`config.mk`:
```
export PLATFORM = sky130hd
export DESIGN_NAME = bcd_display_scheduler
export DESIGN_NICKNAME = d
export VERILOG_FILES = /design/src/rtl/bcd_display_pkg.sv /design/src/rtl/bin6_to_bcd.sv /design/src/rtl/seg7_decode.sv /design/src/rtl/bcd_display_scheduler.sv
export SDC_FILE = /design/constraint.sdc
export NUM_CORES = 1
export LEC_CHECK = 0
export CORE_ASPECT_RATIO = 1.1
export CORE_MARGIN = 2
export CORE_UTILIZATION = 55
export CTS_BUF_LIST = sky130_fd_sc_hd__clkbuf_8
export CTS_CLUSTER_DIAMETER = 80
export DETAILED_ROUTE_END_ITERATION = 16
export PLACE_DENSITY = 0.9
export SYNTH_ARGS = -nofsm -noshare
export SYNTH_HDL_FRONTEND = slang
export SYNTH_SLANG_ARGS = --single-unit
```
`constraint.sdc`:
```
create_clock -name clk -period 6.1 [get_ports clk]
set_clock_uncertainty 0.1 [all_clocks]
set_input_delay 0.915 -clock clk [delete_from_list [all_inputs] [get_ports clk]]
set_output_delay 0.915 -clock clk [all_outputs]
set_load 0.1 [all_outputs]
```
`src/rtl/bcd_display_pkg.sv`:
```
// Shared types and segment constants for the BCD display scheduler.
package bcd_display_pkg;

    typedef enum logic {
        IDLE = 1'b0,
        CONV = 1'b1
    } state_t;

    typedef logic [3:0] digit_t;

    // Segment order is {g,f,e,d,c,b,a}, active-low, for a common-anode display
    localparam logic [6:0] SEG_BLANK = 7'h7F;
    localparam logic [6:0] SEG_0     = 7'h40;
    localparam logic [6:0] SEG_1     = 7'h79;
    localparam logic [6:0] SEG_2     = 7'h24;
    localparam logic [6:0] SEG_3     = 7'h30;
    localparam logic [6:0] SEG_4     = 7'h19;
    localparam logic [6:0] SEG_5     = 7'h12;
    localparam logic [6:0] SEG_6     = 7'h02;
    localparam logic [6:0] SEG_7     = 7'h78;
    localparam logic [6:0] SEG_8     = 7'h00;
    localparam logic [6:0] SEG_9     = 7'h10;

endpackage

```
`src/rtl/bin6_to_bcd.sv`:
```
// Combinational 6-bit binary to two-digit BCD converter (shift-and-add-3).
module bin6_to_bcd
    import bcd_display_pkg::*;
(
    input  logic [5:0] bin,
    output digit_t     tens,
    output digit_t     ones
);

    logic [7:0] bcd;
    logic [5:0] sh;

    always_comb begin
        bcd = '0;
        sh  = bin;
        for (int i = 0; i < 6; i++) begin
            // Correct any digit that would exceed 9 once doubled by the next shift
            if (bcd[3:0] >= 4'd5) bcd[3:0] = bcd[3:0] + 4'd3;
            if (bcd[7:4] >= 4'd5) bcd[7:4] = bcd[7:4] + 4'd3;
            bcd = {bcd[6:0], sh[5]};
            sh  = {sh[4:0], 1'b0};
        end
    end

    assign tens = bcd[7:4];
    assign ones = bcd[3:0];

endmodule

```
`src/rtl/seg7_decode.sv`:
```
// Combinational BCD digit to active-low 7-segment pattern; non-decimal codes
// and an asserted blank flag both produce a dark digit.
module seg7_decode
    import bcd_display_pkg::*;
(
    input  digit_t     digit,
    input  logic       blank,
    output logic [6:0] seg
);

    always_comb begin
        seg = SEG_BLANK;
        if (!blank) begin
            case (digit)
                4'd0:    seg = SEG_0;
                4'd1:    seg = SEG_1;
                4'd2:    seg = SEG_2;
                4'd3:    seg = SEG_3;
                4'd4:    seg = SEG_4;
                4'd5:    seg = SEG_5;
                4'd6:    seg = SEG_6;
                4'd7:    seg = SEG_7;
                4'd8:    seg = SEG_8;
                4'd9:    seg = SEG_9;
                default: seg = SEG_BLANK;
            endcase
        end
    end

endmodule

```
`src/rtl/bcd_display_scheduler.sv`:
```
// Round-robin scheduler sharing one 6-bit BCD converter among NUM_SRC sources and
// scanning the results onto a 2*NUM_SRC digit display. Option: LEADING_ZERO_BLANK_EN.
module bcd_display_scheduler
    import bcd_display_pkg::*;
#(
    parameter int NUM_SRC  = 4,
    parameter int SCAN_DIV = 50000
) (
    input  logic                   clk,
    input  logic                   reset,
    input  logic [NUM_SRC-1:0]     req,
    input  logic [6*NUM_SRC-1:0]   val,
    output logic [NUM_SRC-1:0]     ack,
    output logic                   busy,
    output logic [2*NUM_SRC-1:0]   an,
    output logic [6:0]             seg
);

    localparam int NUM_DIG = 2 * NUM_SRC;
    localparam int SRC_W   = (NUM_SRC > 1) ? $clog2(NUM_SRC) : 1;
    localparam int IDX_W   = $clog2(NUM_DIG);
    localparam int DIV_W   = (SCAN_DIV > 1) ? $clog2(SCAN_DIV) : 1;

    state_t             state;
    logic [5:0]         conv_in;
    logic [SRC_W-1:0]   src_id;
    logic [SRC_W-1:0]   rr_ptr;
    logic [SRC_W-1:0]   winner;
    logic [SRC_W-1:0]   cand;
    logic [SRC_W-1:0]   next_ptr;
    logic               grant_found;
    logic [5:0]         src_val [NUM_SRC];
    digit_t             slot [NUM_DIG];
    digit_t             conv_tens;
    digit_t             conv_ones;
    logic [IDX_W-1:0]   wr_hi;
    logic [IDX_W-1:0]   wr_lo;
    logic [DIV_W-1:0]   div;
    logic [IDX_W-1:0]   idx;
    digit_t             shown;
    logic               blank;
    logic [6:0]         seg_next;

    for (genvar k = 0; k < NUM_SRC; k++) begin : g_src_val
        assign src_val[k] = val[6*k +: 6];
    end

    // Search starts at rr_ptr and wraps, so the source served last has lowest priority
    always_comb begin
        // NOTE: every output of a combinational block gets a default first so no path
        // leaves it unassigned, which would otherwise infer a latch.
        winner      = rr_ptr;
        grant_found = 1'b0;
        cand        = rr_ptr;
        for (int i = 0; i < NUM_SRC; i++) begin
            if (!grant_found && req[cand]) begin
                winner      = cand;
                grant_found = 1'b1;
            end
            cand = (cand == SRC_W'(NUM_SRC - 1)) ? '0 : cand + 1'b1;
        end
    end

    assign next_ptr = (src_id == SRC_W'(NUM_SRC - 1)) ? '0 : src_id + 1'b1;
    assign wr_lo    = IDX_W'({src_id, 1'b0});
    assign wr_hi    = IDX_W'({src_id, 1'b1});

    bin6_to_bcd u_conv (
        .bin  (conv_in),
        .tens (conv_tens),
        .ones (conv_ones)
    );

    always_ff @(posedge clk or posedge reset) begin
        // NOTE: state is updated with non-blocking assignments so every register in
        // this block samples the values from before the edge.
        if (reset) begin
            state   <= IDLE;
            conv_in <= '0;
            src_id  <= '0;
            rr_ptr  <= '0;
            ack     <= '0;
            busy    <= 1'b0;
            // NOTE: the digit file is reset explicitly because the display must read
            // "00" after reset; it is small enough to live in flops, not a RAM macro.
            for (int d = 0; d < NUM_DIG; d++) slot[d] <= '0;
        end else begin
            case (state)
                IDLE: begin
                    ack <= '0;
                    if (|req) begin
                        conv_in <= src_val[winner];
                        src_id  <= winner;
                        ack     <= NUM_SRC'(1) << winner;
                        busy    <= 1'b1;
                        state   <= CONV;
                    end
                end
                CONV: begin
                    slot[wr_hi] <= conv_tens;
                    slot[wr_lo] <= conv_ones;
                    rr_ptr      <= next_ptr;
                    ack         <= '0;
                    busy        <= 1'b0;
                    state       <= IDLE;
                end
                default: state <= IDLE;
            endcase
        end
    end

    assign shown = slot[idx];

`ifdef LEADING_ZERO_BLANK_EN
    assign blank = idx[0] && (shown == 4'd0);
`else
    assign blank = 1'b0;
`endif

    seg7_decode u_dec (
        .digit (shown),
        .blank (blank),
        .seg   (seg_next)
    );

    // Scanner runs independently of arbitration; an/seg follow idx by one clock
    always_ff @(posedge clk or posedge reset) begin
        if (reset) begin
            div <= '0;
            idx <= '0;
            an  <= '1;
            seg <= SEG_BLANK;
        end else begin
            if (div == DIV_W'(SCAN_DIV - 1)) begin
                div <= '0;
                idx <= (idx == IDX_W'(NUM_DIG - 1)) ? '0 : idx + 1'b1;
            end else begin
                div <= div + 1'b1;
            end
            an  <= ~(NUM_DIG'(1) << idx);
            seg <= seg_next;
        end
    end

endmodule

```
==> results.json, run 1 <==
{
  "run_status": "completed",
  "syn-cell-area_sq_um": 4260,
  "cts_tree": "done",
  "drive_gt1_frac": 0.141,
  "worstHoldPathCells": 1,
  "io-pin-count": 50,
  "internal_power_mw": 1.51,
  "transition_time_of_the_tightest_slew_check_pin_ns": 0.981,
  "total_switching_power_mw": 1.22,
  "timing.critical_path.from_type": "register",
  "post_dp_cell_area_sq_um": 4790,
  "vdd_ir_drop_max_mv": 0.377,
  "chip_height_um": 96.3,
  "final_cell_area_excluding_filler_cells_sq_um": 5030,
  "post-dp-hpwl_um": 5900,
  "track_usage": 0.211,
  "clk_latency_ns": 0.35,
  "chipWidth_um": 88.0,
  "netlist.area_leader.share": 0.370,
  "io_buffers": 49,
  "vias": 3146,
  "synth.yosys.seq_area_share": 0.462,
  "grt_max_degree": 79,
  "clock_path_buffers": 2,
  "drc": 0,
  "syn_area_per_cell_sq_um": 10.6,
  "data_required_time_at_the_worst_endpoint_ns": 6.26,
  "min-delay-path-class": "reg2reg",
  "clock-sinks": 78,
  "pwr_density_cell_nw_per_um2": 544,
  "globalRoute.totalOverflow": 0,
  "cts.clk_slew.worst_paths_ns": 0.08,
  "first_pass_grt_wire_length_um": 14000,
  "ys_top_cells_by_count": "63 x sky130_fd_sc_hd__dfrtp_1, 47 x sky130_fd_sc_hd__nand2_1, 30 x sky130_fd_sc_hd__o21ai_0, 27 x sky130_fd_sc_hd__nor2_1, 23 x sky130_fd_sc_hd__ha_1",
  "synth.most_common_cell": "sky130_fd_sc_hd__dfrtp_1",
  "synth_net_count": 457,
  "synth.distinct_cells": 56,
  "core_sq_um": 7470,
  "worst_ep_arrival_time_ns": 3.66,
  "floorplan.initialDensity": 0.571,
  "max_freq_mhz": 286,
  "synth_enable_flop_cells": 0,
  "number_of_h_tree_branching_levels": 3,
  "netlist_top_cells_area": "sky130_fd_sc_hd__dfrtp_1 37%, sky130_fd_sc_hd__dfstp_2 9.2%, sky130_fd_sc_hd__ha_1 6.7%, sky130_fd_sc_hd__nand2_1 4.1%, sky130_fd_sc_hd__mux4_2 3.7%",
  "post-cts-setup-buffer-count": 0,
  "postRouteAntennaNets": 0,
  "die_area_sq_um": 8470,
  "finalWeightedCongestion": 0.914,
  "clock_power_share": 0.160,
  "number_of_global_route_vias_before_repair": 3153,
  "synthToLayoutAreaGrowth_pct": 17.9,
  "floorplan.rows": 33,
  "layout_worst_path_cycle_share": 0.573,
  "cts-root-buf": "sky130_fd_sc_hd__clkbuf_8",
  "post_cts.resized_instances": 0,
  "number_of_detailed_route_iterations_in_the_first_pass": 4,
  "postCtsHoldBufs": 0,
  "power_switching_share": 0.447,
  "vias_per_cell": 5.64,
  "timing.setup.critical_path_class": "reg2reg",
  "worstRegToRegCells": 8,
  "top_cell_type_by_total_area_after_synthesis": "sky130_fd_sc_hd__dfrtp_1",
  "finalHoldViolations": 0,
  "antennaDiodeCount": 0,
  "max-slew-margin-rel": 0.344,
  "yosysWarningCount": 0,
  "postSynthRegisterBits": 78,
  "final_period_minus_worst_setup_slack_ns": 3.50,
  "post_synth_inst_count": 404,
  "pwr-share-seq": 0.290,
  "grt_setup_unrepaired": "false",
  "totalNegativeSetupSlack_ns": 0,
  "report.final.setup_viol": 0,
  "wl_um": 8110,
  "route.detailed.wl_per_inst_um": 14.5,
  "detailedRoute.firstIterationViolations": 134,
  "slew_violations": 0,
  "number_of_antenna_violations_at_the_first_check_in_global_routing": 0,
  "nets": 501,
  "crit_path_max_fanout": 20,
  "drv_cap": 0,
  "leakagePower_nw": 2.20,
  "synth_async_sr_flop_share": 1.00,
  "cts_inserted_buffers": 9,
  "combPwrFrac": 0.550,
  "synth_flop_cell": "sky130_fd_sc_hd__dfrtp_1",
  "endpoint_kind": "register"
}
-- through the flow --
step	cells	power, mW	hold WS (ns)	setup slack [ns]	utilization
6_report	558	2.73	0.353	2.60	0.673
5_1_grt	558	2.94	0.381	2.32	0.673
4_1_cts	558	2.73	0.359	2.61	0.673
3_5_place_dp	542	2.28	0.349	2.43	0.641
3_3_place_gp	542	2.20	0.336	2.62	0.641
2_1_floorplan	404	2.00	0.324	3.11	-
-- cell usage in the layout (no fill, tap or decap), types with 3 or more instances in the layout --
cell type                         instances
sky130_fd_sc_hd__mux2_2                  12
sky130_fd_sc_hd__mux4_2                   7
sky130_fd_sc_hd__nand2b_1                 3
sky130_fd_sc_hd__a21boi_0                12
sky130_fd_sc_hd__a21oi_1                 11
sky130_fd_sc_hd__a221oi_1                 6
sky130_fd_sc_hd__o21ai_0                 30
sky130_fd_sc_hd__inv_1                   16
sky130_fd_sc_hd__o21a_1                   4
sky130_fd_sc_hd__buf_4                    3
sky130_fd_sc_hd__and2_1                   3
sky130_fd_sc_hd__dfstp_2                 15
sky130_fd_sc_hd__mux2i_1                  7
sky130_fd_sc_hd__xor2_1                   9
sky130_fd_sc_hd__a22oi_1                  3
sky130_fd_sc_hd__nor3_1                   8
sky130_fd_sc_hd__nand3_1                 16
sky130_fd_sc_hd__clkdlybuf4s50_1         49
sky130_fd_sc_hd__nor2_1                  27
sky130_fd_sc_hd__ha_1                    23
sky130_fd_sc_hd__clkbuf_8                11
sky130_fd_sc_hd__xnor2_1                  9
sky130_fd_sc_hd__nor4b_1                  7
sky130_fd_sc_hd__dfrtp_1                 63
sky130_fd_sc_hd__o31ai_1                  6
sky130_fd_sc_hd__nand2_1                 47
sky130_fd_sc_hd__and3_1                   6
sky130_fd_sc_hd__a21boi_2                 3
sky130_fd_sc_hd__a21o_1                   3
-- cell type report --
class                      instances  area, sq um
inverter                          18         67.6
sequential                        78         1970
tap                              105          131
multi-input combinational        289         2110
timing repair buffer              52          513
clock inverter                     5         81.3
clock buffer                      11          151
fill                             548         2450
-- per-layer routing --
layer | GRT usage | share of wire | up-vias | wire (um)
li1 | - | - | 1517 | -
met5 | 0 | 0 | - | 0
met4 | 0.0897 | 0.024 | 0 | 192
met2 | 0.367 | 0.50 | 108 | 4060
met1 | 0.252 | 0.43 | 1503 | 3460
met3 | 0.0455 | 0.049 | 18 | 400
-- critical path, stage by stage (launching register included) --
cell,delay [ns]
sky130_fd_sc_hd__dfrtp_1,0.56
sky130_fd_sc_hd__ha_1,0.62
sky130_fd_sc_hd__mux4_1,0.69
sky130_fd_sc_hd__nor2_1,0.28
sky130_fd_sc_hd__o2bb2ai_1,0.16
sky130_fd_sc_hd__buf_4,0.24
sky130_fd_sc_hd__and2_1,0.33
sky130_fd_sc_hd__a221oi_1,0.15
sky130_fd_sc_hd__o31ai_1,0.26
-- cells by family after synthesis --
logic type | count (synthesis) | share of synthesized area
simple gates | 128 | 0.146
compound gates | 92 | 0.147
flops | 78 | 0.462
buf+inv | 37 | 0.0428
mux | 28 | 0.0974
fa+ha+maj | 23 | 0.0675
xor+xnor | 18 | 0.0370
-- power by group through the flow --
stage	clock (mW)	combinational (mW)	sequential, mW
2_1_floorplan	0	1.01	0.990
4_1_cts	0.444	1.50	0.793
3_3_place_gp	0	1.41	0.789
5_1_grt	0.468	1.66	0.813
3_5_place_dp	0	1.48	0.802
6_report	0.437	1.50	0.794
-- flip-flops by register name, indices dropped and copies added (netlist names), 2 cells and up --
register,flops
ack,4
conv_in,6
seg,7
rr_ptr,2
src_id,2
idx,3
slot,28
an,8
div,16
-- final timing paths --
| kind | endpoint | startpoint | slack (ns) |
|---|---|---|---|
| max reg2reg | conv_in[2]$_DFFE_PP0P_ | rr_ptr[0]$_DFFE_PP0P_ | 2.60 |
| max | conv_in[2]$_DFFE_PP0P_ | rr_ptr[0]$_DFFE_PP0P_ | 2.60 |
| min | div[0]$_DFF_PP0_ | div[0]$_DFF_PP0_ | 0.35 |
| max in group asynchronous | slot[29]$_DFFE_PP0P_ | reset | 4.21 |
| min reg2reg | div[0]$_DFF_PP0_ | div[0]$_DFF_PP0_ | 0.35 |
| min in group asynchronous | div[3]$_DFF_PP0_ | reset | 1.06 |
No activity file was read; power rests on OpenSTA's default activity.
==> inputs of run 2 (changes only) <==
--- a/config.mk
+++ b/config.mk
@@ -7,7 +7,7 @@
 export LEC_CHECK = 0
 export CORE_ASPECT_RATIO = 1.1
 export CORE_MARGIN = 2
-export CORE_UTILIZATION = 55
+export CORE_UTILIZATION = 53
 export CTS_BUF_LIST = sky130_fd_sc_hd__clkbuf_8
 export CTS_CLUSTER_DIAMETER = 80
 export DETAILED_ROUTE_END_ITERATION = 16
==> constraint.sdc (replaced) <==
create_clock -name clk -period 2.9 [get_ports clk]
set_clock_uncertainty 0.1 [all_clocks]
set_input_delay 0.435 -clock clk [delete_from_list [all_inputs] [get_ports clk]]
set_output_delay 0.435 -clock clk [all_outputs]
set_load 0.1 [all_outputs]
==> run 2 against run 1 <==
  * Wire length up 7.4%
  * Final area up 5.0%
  * Register-to-register slack worse by 2.6 ns
==> results.json, run 2 (synthesized netlist as in run 1, its figures left out) <==
{
  "vdd_ir_drop_max_mv": 0.807,
  "multi_input_area_sq_um": 2210,
  "globalRoute.totalOverflow": 0,
  "cts-root-buf": "sky130_fd_sc_hd__clkbuf_8",
  "final_period_minus_worst_setup_slack_ns": 2.86,
  "critical-path-slowest-cell": "sky130_fd_sc_hd__dfrtp_1",
  "biggestRegsByFlops": "slot x28, div x16, an x8",
  "vias": 3243,
  "antennaDiodeCount": 0,
  "timing.setup.critical_path_class": "reg2reg",
  "most_common_library_cell_in_the_layout_ignoring_fill_and_taps": "sky130_fd_sc_hd__dfrtp_1",
  "finish.utilization": 0.670,
  "run_status": "completed",
  "layout.area.seq_sq_um": 1970,
  "data_required_time_at_the_worst_endpoint_ns": 3.07,
  "nets": 528,
  "worst_ep_arrival_time_ns": 3.03,
  "finalHoldWorstSlack_ns": 0.363,
  "clock_path_buffers": 2,
  "timing.critical_path.from_type": "register",
  "vias_per_cell": 5.52,
  "number_of_antenna_violations_at_the_first_check_in_global_routing": 0,
  "finalHoldViolations": 0,
  "grt_max_degree": 79,
  "report.final.setup_viol": 0,
  "track_usage": 0.212,
  "chip_height_um": 98.1,
  "fin_cells": 588,
  "slew_violations": 0,
  "synthToLayoutAreaGrowth_pct": 23.7,
  "io-pin-count": 50,
  "cts_tree": "done",
  "transition_time_of_the_tightest_slew_check_pin_ns": 0.640,
  "die_area_sq_um": 8780,
  "postRouteAntennaNets": 0,
  "max_flop_register": "slot",
  "leakagePower_nw": 2.38,
  "cts_inserted_buffers": 9,
  "clk_latency_ns": 0.35,
  "first_pass_grt_wire_length_um": 14800,
  "number_of_global_route_vias_before_repair": 3369,
  "max_freq_mhz": 350,
  "io_buffers": 49,
  "floorplan.initialDensity": 0.542,
  "cts.clk_slew.worst_paths_ns": 0.07,
  "pwr_density_cell_nw_per_um2": 1210,
  "finalWeightedCongestion": 0.920,
  "min-delay-path-class": "reg2reg",
  "post-dp-hpwl_um": 6150,
  "critical_path.most_common_cell": "sky130_fd_sc_hd__ha_2",
  "final_layout_fill_cell_count": 572,
  "drv_cap": 0,
  "route.detailed.wl_per_inst_um": 14.8,
  "wl_um": 8710,
  "floorplan.rows": 34,
  "slowest_delay_ns": 0.36,
  "core_sq_um": 7870,
  "drc": 0,
  "dp_cells": 569,
  "cp_cell_sequence": "inv_2 > ha_2 > o211ai_1 > o21a_1 > ha_2 > nand2b_1 > a21bo_2 > xnor2_2 > ha_2 > nand2b_4 > a21boi_4 > mux2_4 > o21ai_2",
  "max-slew-margin-rel": 0.573,
  "layout.cells.most_common_list": "63 x sky130_fd_sc_hd__dfrtp_1, 47 x sky130_fd_sc_hd__nand2_1, 47 x sky130_fd_sc_hd__buf_4",
  "drive_gt1_frac": 0.271,
  "endpoint_kind": "register",
  "crit_path_max_fanout": 4,
  "postCtsHoldBufs": 0,
  "number_of_h_tree_branching_levels": 3,
  "flip_flop_count_of_the_largest_register_all_copies_and_words_added": 28,
  "detailedRoute.firstIterationViolations": 149,
  "number_of_detailed_route_iterations_in_the_first_pass": 4,
  "grt_setup_unrepaired": "true",
  "layout_worst_path_cycle_share": 0.985,
  "chipWidth_um": 89.5,
  "clock-sinks": 78
}
[run 2: per-stage QoR]
stage               setup slack [ns]  total power, mW  area, sq um  setup TNS (ns)
finish                        0.0441             6.38         5280               0
detailed placement            -0.162             5.12         4970          -0.723
CTS                          0.00514             6.10         5200               0
floorplan                     0.0507             4.24         4270               0
global route                  -0.109             6.82         5280          -0.911
global placement             -0.0100             4.97         4970         -0.0200
[run 2: power breakdown]
part,internal [mW],switching (mW),total [mW],leakage (nW)
logic,1.72,2.26,3.98,1.31
registers,1.44,0.188,1.63,0.960
clock network,0.406,0.365,0.771,0.113
total,3.56,2.81,6.38,2.38
[run 2: final timing paths]
path	slack (ns)	start	endpoint	cells past startpoint
max	0.04	conv_in[4]$_DFFE_PP0P_	slot[6]$_DFFE_PP0P_	13
min	0.36	div[0]$_DFF_PP0_	div[0]$_DFF_PP0_	1
max reg2reg	0.04	conv_in[4]$_DFFE_PP0P_	slot[6]$_DFFE_PP0P_	13
min reg2reg	0.36	div[0]$_DFF_PP0_	div[0]$_DFF_PP0_	1
max in group asynchronous	1.97	reset	seg[1]$_DFF_PP1_	3
min in group asynchronous	0.38	reset	src_id[0]$_DFFE_PP0P_	3
[run 2: cell type report]
class	count	area share
inverter	18	0.0128
sequential	78	0.374
multi-input combinational	289	0.419
clock buffer	10	0.0261
timing repair buffer	79	0.133
clock inverter	6	0.00925
tap	108	0.0256
[run 2: what timing repair did]
action	in CTS	in global routing
endpoints found under the setup margin	8	21
gates resized for setup	11	18
setup buffers	2	1
cloned	0	0
pin swaps	5	9
[run 2: critical path, delay by kind of cell, from the launching register on]
kind | cells | cell delay (ns)
flops | 1 | 0.36
fa+ha+maj | 3 | 0.63
xor+xnor | 1 | 0.20
buf+inv | 1 | 0.04
mux | 1 | 0.36
compound gates | 5 | 0.96
simple gates | 2 | 0.14
[run 2: routing by layer]
| layer | vias to the layer above | global-route usage | share of wire |
|---|---|---|---|
| met2 | 70 | 0.363 | 0.52 |
| met3 | 16 | 0.0372 | 0.036 |
| met1 | 1584 | 0.258 | 0.42 |
| met4 | 0 | 0.0930 | 0.020 |
| li1 | 1573 | - | - |
| met5 | - | 0 | 0 |
